===== config.mk =====
export PLATFORM = sky130hd
export DESIGN_NAME = cdc_handshake_tx_flat
export DESIGN_NICKNAME = d
export VERILOG_FILES = /design/src/rtl/cdc_handshake_tx_if.sv /design/src/rtl/cdc_handshake_tx.sv /design/src/flat_wrapper.sv
export SDC_FILE = /design/constraint.sdc
export NUM_CORES = 1
export LEC_CHECK = 0
export ABC_CLOCK_PERIOD_IN_PS = 1400
export BUFFER_PORTS_ARGS = -buffer_cell sky130_fd_sc_hd__clkbuf_2
export CAP_MARGIN = 0
export CORE_AREA = 2 2 66 68
export CTS_BUF_LIST = sky130_fd_sc_hd__clkbuf_2 sky130_fd_sc_hd__clkbuf_4 sky130_fd_sc_hd__clkbuf_8
export CTS_CLUSTER_DIAMETER = 60
export DETAILED_ROUTE_END_ITERATION = 12
export DIE_AREA = 0 0 68 70
export PLACE_DENSITY = 0.77
export RECOVER_POWER = 50
export SYNTH_ARGS = -nofsm -noshare
export SYNTH_HDL_FRONTEND = slang
export SYNTH_SLANG_ARGS = --single-unit
export TNS_END_PERCENT = 20

===== constraint.sdc =====
create_clock -name clk_i -period 1.4 [get_ports clk_i]
set_input_delay 0.28 -clock clk_i [delete_from_list [all_inputs] [get_ports clk_i]]
set_output_delay 0.28 -clock clk_i [all_outputs]
set_load 0.02 [all_outputs]

===== src/rtl/cdc_handshake_tx_if.sv =====
// Handshake/bus bundle for cdc_handshake_tx. The master modport is the transmitter;
// the slave modport is the local source and far-end side that drives it.
interface cdc_handshake_tx_if #(
    parameter int unsigned WIDTH = 32
);
    logic             valid_i;
    logic [WIDTH-1:0] data_i;
    logic             ready_o;
    logic             req_o;
    logic [WIDTH-1:0] data_o;
    logic             ack_i;
    logic             done_o;
    logic             timeout_o;

    modport master (
        input  valid_i, data_i, ack_i,
        output ready_o, req_o, data_o, done_o, timeout_o
    );

    modport slave (
        output valid_i, data_i, ack_i,
        input  ready_o, req_o, data_o, done_o, timeout_o
    );
endinterface


===== src/rtl/cdc_handshake_tx.sv =====
// Source side of a 4-phase req/ack CDC handshake; holds data_o stable for the whole transfer.
// Optional ack-wait timeout is enabled with `define CDC_TX_TIMEOUT_EN.
module cdc_handshake_tx #(
    parameter int unsigned WIDTH          = 32,
    parameter int unsigned SYNC_REGS      = 2,
    parameter int unsigned TIMEOUT_CYCLES = 1024
) (
    input logic                 clk_i,
    input logic                 rst_i,
    cdc_handshake_tx_if.master  bus
);

    if (SYNC_REGS < 2 || TIMEOUT_CYCLES < 2) begin : g_param_check
        $error("cdc_handshake_tx: SYNC_REGS and TIMEOUT_CYCLES must be at least 2");
    end

    typedef enum logic [1:0] {StIdle, StReq, StDrop} state_e;

    state_e               state_q, state_d;
    logic                 req_q, req_d;
    logic [WIDTH-1:0]     data_q, data_d;
    logic                 done_q, done_d;
    logic [SYNC_REGS-1:0] ack_sync_q;
    logic                 ack_s;

    // Plain flop chain; ack_i is the only asynchronous input.
    always_ff @(posedge clk_i or posedge rst_i) begin
        if (rst_i) begin
            ack_sync_q <= '0;
        end else begin
            ack_sync_q <= {ack_sync_q[SYNC_REGS-2:0], bus.ack_i};
        end
    end

    assign ack_s = ack_sync_q[SYNC_REGS-1];

`ifdef CDC_TX_TIMEOUT_EN
    localparam int unsigned CntW = $clog2(TIMEOUT_CYCLES + 1);
    localparam logic [CntW-1:0] CntLast = CntW'(TIMEOUT_CYCLES - 1);

    logic [CntW-1:0] cnt_q, cnt_d;
    logic            timeout_q, timeout_d;
`endif

    always_comb begin
        state_d = state_q;
        req_d   = req_q;
        data_d  = data_q;
        done_d  = 1'b0;
`ifdef CDC_TX_TIMEOUT_EN
        timeout_d = timeout_q;
`endif
        unique case (state_q)
            StIdle: begin
                if (bus.valid_i) begin
                    data_d  = bus.data_i;
                    req_d   = 1'b1;
                    state_d = StReq;
                end
            end
            StReq: begin
                if (ack_s) begin
                    req_d   = 1'b0;
                    state_d = StDrop;
                end
`ifdef CDC_TX_TIMEOUT_EN
                else if (cnt_q == CntLast) begin
                    req_d     = 1'b0;
                    state_d   = StDrop;
                    timeout_d = 1'b1;
                end
`endif
            end
            StDrop: begin
                // Level check only: a stuck-high ack keeps us here.
                if (!ack_s) begin
                    state_d = StIdle;
                    done_d  = 1'b1;
                end
`ifdef CDC_TX_TIMEOUT_EN
                else if (cnt_q == CntLast) begin
                    state_d   = StIdle;
                    timeout_d = 1'b1;
                end
`endif
            end
            default: begin
                state_d = StIdle;
                req_d   = 1'b0;
            end
        endcase
`ifdef CDC_TX_TIMEOUT_EN
        if (state_d != state_q) begin
            cnt_d = '0;
        end else if (state_q != StIdle) begin
            cnt_d = cnt_q + CntW'(1);
        end else begin
            cnt_d = cnt_q;
        end
`endif
    end

    always_ff @(posedge clk_i or posedge rst_i) begin
        if (rst_i) begin
            state_q <= StIdle;
            req_q   <= 1'b0;
            data_q  <= '0;
            done_q  <= 1'b0;
        end else begin
            state_q <= state_d;
            req_q   <= req_d;
            data_q  <= data_d;
            done_q  <= done_d;
        end
    end

`ifdef CDC_TX_TIMEOUT_EN
    always_ff @(posedge clk_i or posedge rst_i) begin
        if (rst_i) begin
            cnt_q     <= '0;
            timeout_q <= 1'b0;
        end else begin
            cnt_q     <= cnt_d;
            timeout_q <= timeout_d;
        end
    end

    assign bus.timeout_o = timeout_q;
`else
    assign bus.timeout_o = 1'b0;
`endif

    assign bus.ready_o = (state_q == StIdle);
    assign bus.req_o   = req_q;
    assign bus.data_o  = data_q;
    assign bus.done_o  = done_q;

endmodule

===== src/flat_wrapper.sv =====
// flat-port wrapper written by rule: the top's interface ports become plain ports
module cdc_handshake_tx_flat 
#(
    parameter int unsigned WIDTH          = 32,
    parameter int unsigned SYNC_REGS      = 2,
    parameter int unsigned TIMEOUT_CYCLES = 1024
)
  (clk_i, rst_i, bus_valid_i, bus_data_i, bus_ack_i, bus_ready_o, bus_req_o, bus_data_o, bus_done_o, bus_timeout_o);
  cdc_handshake_tx_if #(.WIDTH(WIDTH)) bus_i ();
  input logic clk_i;
  input logic rst_i;
  input wire logic [$bits(bus_i.valid_i)-1:0] bus_valid_i;
  input wire logic [$bits(bus_i.data_i)-1:0] bus_data_i;
  input wire logic [$bits(bus_i.ack_i)-1:0] bus_ack_i;
  output wire logic [$bits(bus_i.ready_o)-1:0] bus_ready_o;
  output wire logic [$bits(bus_i.req_o)-1:0] bus_req_o;
  output wire logic [$bits(bus_i.data_o)-1:0] bus_data_o;
  output wire logic [$bits(bus_i.done_o)-1:0] bus_done_o;
  output wire logic [$bits(bus_i.timeout_o)-1:0] bus_timeout_o;
  assign bus_i.valid_i = bus_valid_i;
  assign bus_i.data_i = bus_data_i;
  assign bus_i.ack_i = bus_ack_i;
  assign bus_ready_o = bus_i.ready_o;
  assign bus_req_o = bus_i.req_o;
  assign bus_data_o = bus_i.data_o;
  assign bus_done_o = bus_i.done_o;
  assign bus_timeout_o = bus_i.timeout_o;
  cdc_handshake_tx #(.WIDTH(WIDTH), .SYNC_REGS(SYNC_REGS), .TIMEOUT_CYCLES(TIMEOUT_CYCLES)) u_core (.clk_i(clk_i), .rst_i(rst_i), .bus(bus_i));
endmodule

==> run_results.csv <==
group,metric,value,unit
critical_path,required,1560,ps
placement,placedInstanceArea,0.00198,mm2
die,core_area,0.00414,mm2
placement,gp_congestion,0.746,
clock_network,postCtsSetupRepairBufs,0,
pwr,irDropWorstVdd,1.10,mV
global_route,globalRoute.totalOverflow,0,
timing,worstMarginPinSlew,906,ps
route,avgViaCountPerCell,4.41,
route,postRouteWirelength,2800,um
die,ios,72,
critical_path,worst_setup_path_end_kind,"register",
global_route,first_pass_grt_wire_length,4420,um
timing,rsz0062_at_grt,"no",
run,max_cap_viol_count,0,
clock_network,max-clock-path-buffers,2,
clock_network,clkTransAtPathRegs,70,ps
die,die_area,0.00476,mm2
final_layout,drive_above_1_share,0.620,
critical_path,crit_path_top_delay_cell,"sky130_fd_sc_hd__dfrtp_1",
clock_network,insertion_delay,280,ps
critical_path,timing.critical_path.fanout_max,17,
final_layout,final_cell_count_no_fill,218,
final_layout,layout-area-overhead-vs-synth,29.1,%
route,routedWlPerCell,12.8,um
pwr,p_leak,1.04,nW
yosys,ys_ff_latch,38,
clock_network,postCtsHoldBufs,0,
route,vias,962,
critical_path,worstSetupStartpointType,"register",
timing,fin_crit_sh,0.960,
critical_path,cp_slowest_stage_delay,410,ps
yosys,synthesis.instances,89,
global_route,pin_count_of_the_biggest_net_entering_global_routing,39,
placement,dpl.cell_count,211,
yosys,yosysUniqueCellTypes,18,
critical_path,crit_family,"flip-flops",
pwr,fraction_of_power_consumed_by_sequential_logic,0.376,
global_route,grt.total_usage,0.129,
yosys,synth.cell_area,0.00158,mm2
pwr,share_comb_of_total_power,0.492,
final_layout,antenna_cells,0,
pwr,p_sw_frac,0.376,
critical_path,crit_path_cell_trace,"nor2_4 > and2_4 > buf_12 > mux2_4",
yosys,syn_area_per_cell,17.7,um2
placement,port_buffers,70,
die,initial_utilization,0.381,
route,drt_iter0_drc,40,
die,die_height,70,um
pwr,switching_power,0.00195,W
global_route,antenna_found_initial,0,
yosys,synth.yosys.warnings,0,
clock_network,root_buffer,"sky130_fd_sc_hd__clkbuf_8",
clock_network,cts_resized,0,
final_layout,finish.net_count,202,
pwr,p_per_area,2540,mW/mm2
yosys,syn_nets,125,
critical_path,path_buf_inv,1,
final_layout,fin_area,0.00204,mm2
timing,finalSetupViolations,0,
die,core.rowCount,24,
yosys,ys_seq_area_frac,0.603,
die,die_x_extent,68,um
clock_network,cts_tree,"done",
global_route,first_global_vias,964,
critical_path,reg2reg_slack,60,ps
route,post-route-drc-count,0,
timing,maxClockFrequency,744,MHz
clock_network,numCtsBuffers,5,
final_layout,finish.utilization,0.492,
timing,timing.clock.skew,4.63,ps
clock_network,htreeDepth,2,
timing,maxSlewViolCount,0,
timing,timing.max_slew.rel_slack,0.396,
pwr,clockPowerShare,0.132,
status,outcome,"finished, final reports clean",
timing,min_period,1340,ps
critical_path,worst-endpoint-arrival,1510,ps
critical_path,setup.worst_path.class,"register to register",
timing,hold_viol,0,
pwr,internal_power_contribution,0.00323,W
route,drt_pass1_iterations,2,
clock_network,cts_sinks,38,
hold_path,worst_hold_check_path_type,"input pin to register",
route,antenna_violating_nets_post_route,0,
placement,detailed_place_hpwl,2050,um
## sequential cells by signal (all words and copies together), names as in the netlist
signal             flops
u_core.state_q         2
u_core.bus.data_o     32
u_core.ack_sync_q      2
u_core.bus.done_o      1
u_core.bus.req_o       1
## worst reg2reg max path: stages, from the launching register on
cell and delay (ps):
sky130_fd_sc_hd__dfrtp_1 410, sky130_fd_sc_hd__nor2_4 110, sky130_fd_sc_hd__and2_4 190, sky130_fd_sc_hd__buf_12 190
sky130_fd_sc_hd__mux2_4 320
## synth_stat cells
cell | n | area [um2]
sky130_fd_sc_hd__dfrtp_1 | 38 | 951
sky130_fd_sc_hd__mux2_4 | 30 | 450
sky130_fd_sc_hd__buf_12 | 3 | 60.1
sky130_fd_sc_hd__inv_1 | 2 | 7.51
sky130_fd_sc_hd__mux2_2 | 2 | 22.5
sky130_fd_sc_hd__nor2_1 | 2 | 7.51
sky130_fd_sc_hd__a211oi_1 | 1 | 7.51
sky130_fd_sc_hd__a21oi_1 | 1 | 5.00
sky130_fd_sc_hd__and2_1 | 1 | 6.26
sky130_fd_sc_hd__and2_4 | 1 | 8.76
sky130_fd_sc_hd__buf_4 | 1 | 7.51
sky130_fd_sc_hd__buf_6 | 1 | 11.3
sky130_fd_sc_hd__conb_1 | 1 | 3.75
sky130_fd_sc_hd__nand2_1 | 1 | 3.75
sky130_fd_sc_hd__nor2_2 | 1 | 6.26
sky130_fd_sc_hd__nor3_1 | 1 | 5.00
sky130_fd_sc_hd__o21ai_0 | 1 | 5.00
sky130_fd_sc_hd__xor2_1 | 1 | 8.76
## final cells by class
class | instances | area (um2)
clock buffers | 5 | 68.8
clock inverters | 2 | 10.0
fillers | 369 | 2110
inverters | 2 | 7.51
multi-input cells | 44 | 546
flip-flops and latches | 38 | 951
well taps | 52 | 65.1
repair buffers | 75 | 389
## power by group through the flow
stage	sequential (W)	combinational (W)	clock (W)
2_1_floorplan	0.00257	0.00131	0
3_3_place_gp	0.00196	0.00258	0
3_5_place_dp	0.00196	0.00265	0
4_1_cts	0.00195	0.00266	0.000718
5_1_grt	0.00201	0.00271	0.000772
6_report	0.00195	0.00255	0.000685
## path summary, 6_finish.rpt
check                                                from                                end  cells after the start
max reg2reg                 u_core.state_q[1]$_DFFE_PP0P_  u_core.bus.data_o[30]$_DFFE_PP0P_                      4
min reg2reg                u_core.ack_sync_q[0]$_DFF_PP0_     u_core.ack_sync_q[1]$_DFF_PP0_                      0
max in group asynchronous                           rst_i  u_core.bus.data_o[22]$_DFFE_PP0P_                      3
min in group asynchronous                           rst_i        u_core.bus.done_o$_DFF_PP0_                      3
min                                             bus_ack_i     u_core.ack_sync_q[0]$_DFF_PP0_                      1
max                         u_core.state_q[1]$_DFFE_PP0P_  u_core.bus.data_o[30]$_DFFE_PP0P_                      4
## metal layers
| layer | vias up | share of wire | track usage |
|---|---|---|---|
| li1 | 453 | - | - |
| met1 | 461 | 0.41 | 0.146 |
| met2 | 41 | 0.49 | 0.208 |
| met3 | 7 | 0.070 | 0.0338 |
| met4 | 0 | 0.026 | 0.0867 |
| met5 | - | 0 | 0 |
## metrics by stage
step                hold slack, ps  TNS, ps  setup WS [ps]  total power (W)
finish                        98.6        0           56.7          0.00518
CTS                           88.5        0           42.8          0.00533
global placement               337        0            106          0.00454
floorplan                      311    -1610          -53.8          0.00388
detailed placement             341        0           60.2          0.00461
global route                  86.6        0           14.0          0.00549
## cell usage in the layout (no fill, tap or decap)
cell / Yosys / layout
sky130_fd_sc_hd__clkbuf_2: 0 / 60
sky130_fd_sc_hd__dfrtp_1: 38 / 38
sky130_fd_sc_hd__mux2_4: 30 / 30
sky130_fd_sc_hd__clkbuf_1: 0 / 13
sky130_fd_sc_hd__clkbuf_8: 0 / 5
sky130_fd_sc_hd__nor2_1: 2 / 2
sky130_fd_sc_hd__inv_1: 2 / 2
sky130_fd_sc_hd__mux2_2: 2 / 2
sky130_fd_sc_hd__clkinv_2: 0 / 2
sky130_fd_sc_hd__buf_12: 3 / 2
sky130_fd_sc_hd__nor2_4: 0 / 1
sky130_fd_sc_hd__and2_4: 1 / 1
sky130_fd_sc_hd__a211oi_1: 1 / 1
sky130_fd_sc_hd__nor3_1: 1 / 1
sky130_fd_sc_hd__a21oi_1: 1 / 1
sky130_fd_sc_hd__nand2_1: 1 / 1
sky130_fd_sc_hd__o21ai_0: 1 / 1
sky130_fd_sc_hd__xor2_1: 1 / 1
sky130_fd_sc_hd__and2_0: 0 / 1
sky130_fd_sc_hd__conb_1: 1 / 1
## logic make-up (layout without fill, tap and decap cells)
logic type,Yosys count,count (layout),synth area share
compound gates,3,3,0.0111
mux,32,32,0.300
xor+xnor,1,1,0.00555
buf+inv,7,84,0.0547
simple gates,7,7,0.0238
flops,38,38,0.603
other cells,1,1,0.00238
(Power assumes the default switching activity.)
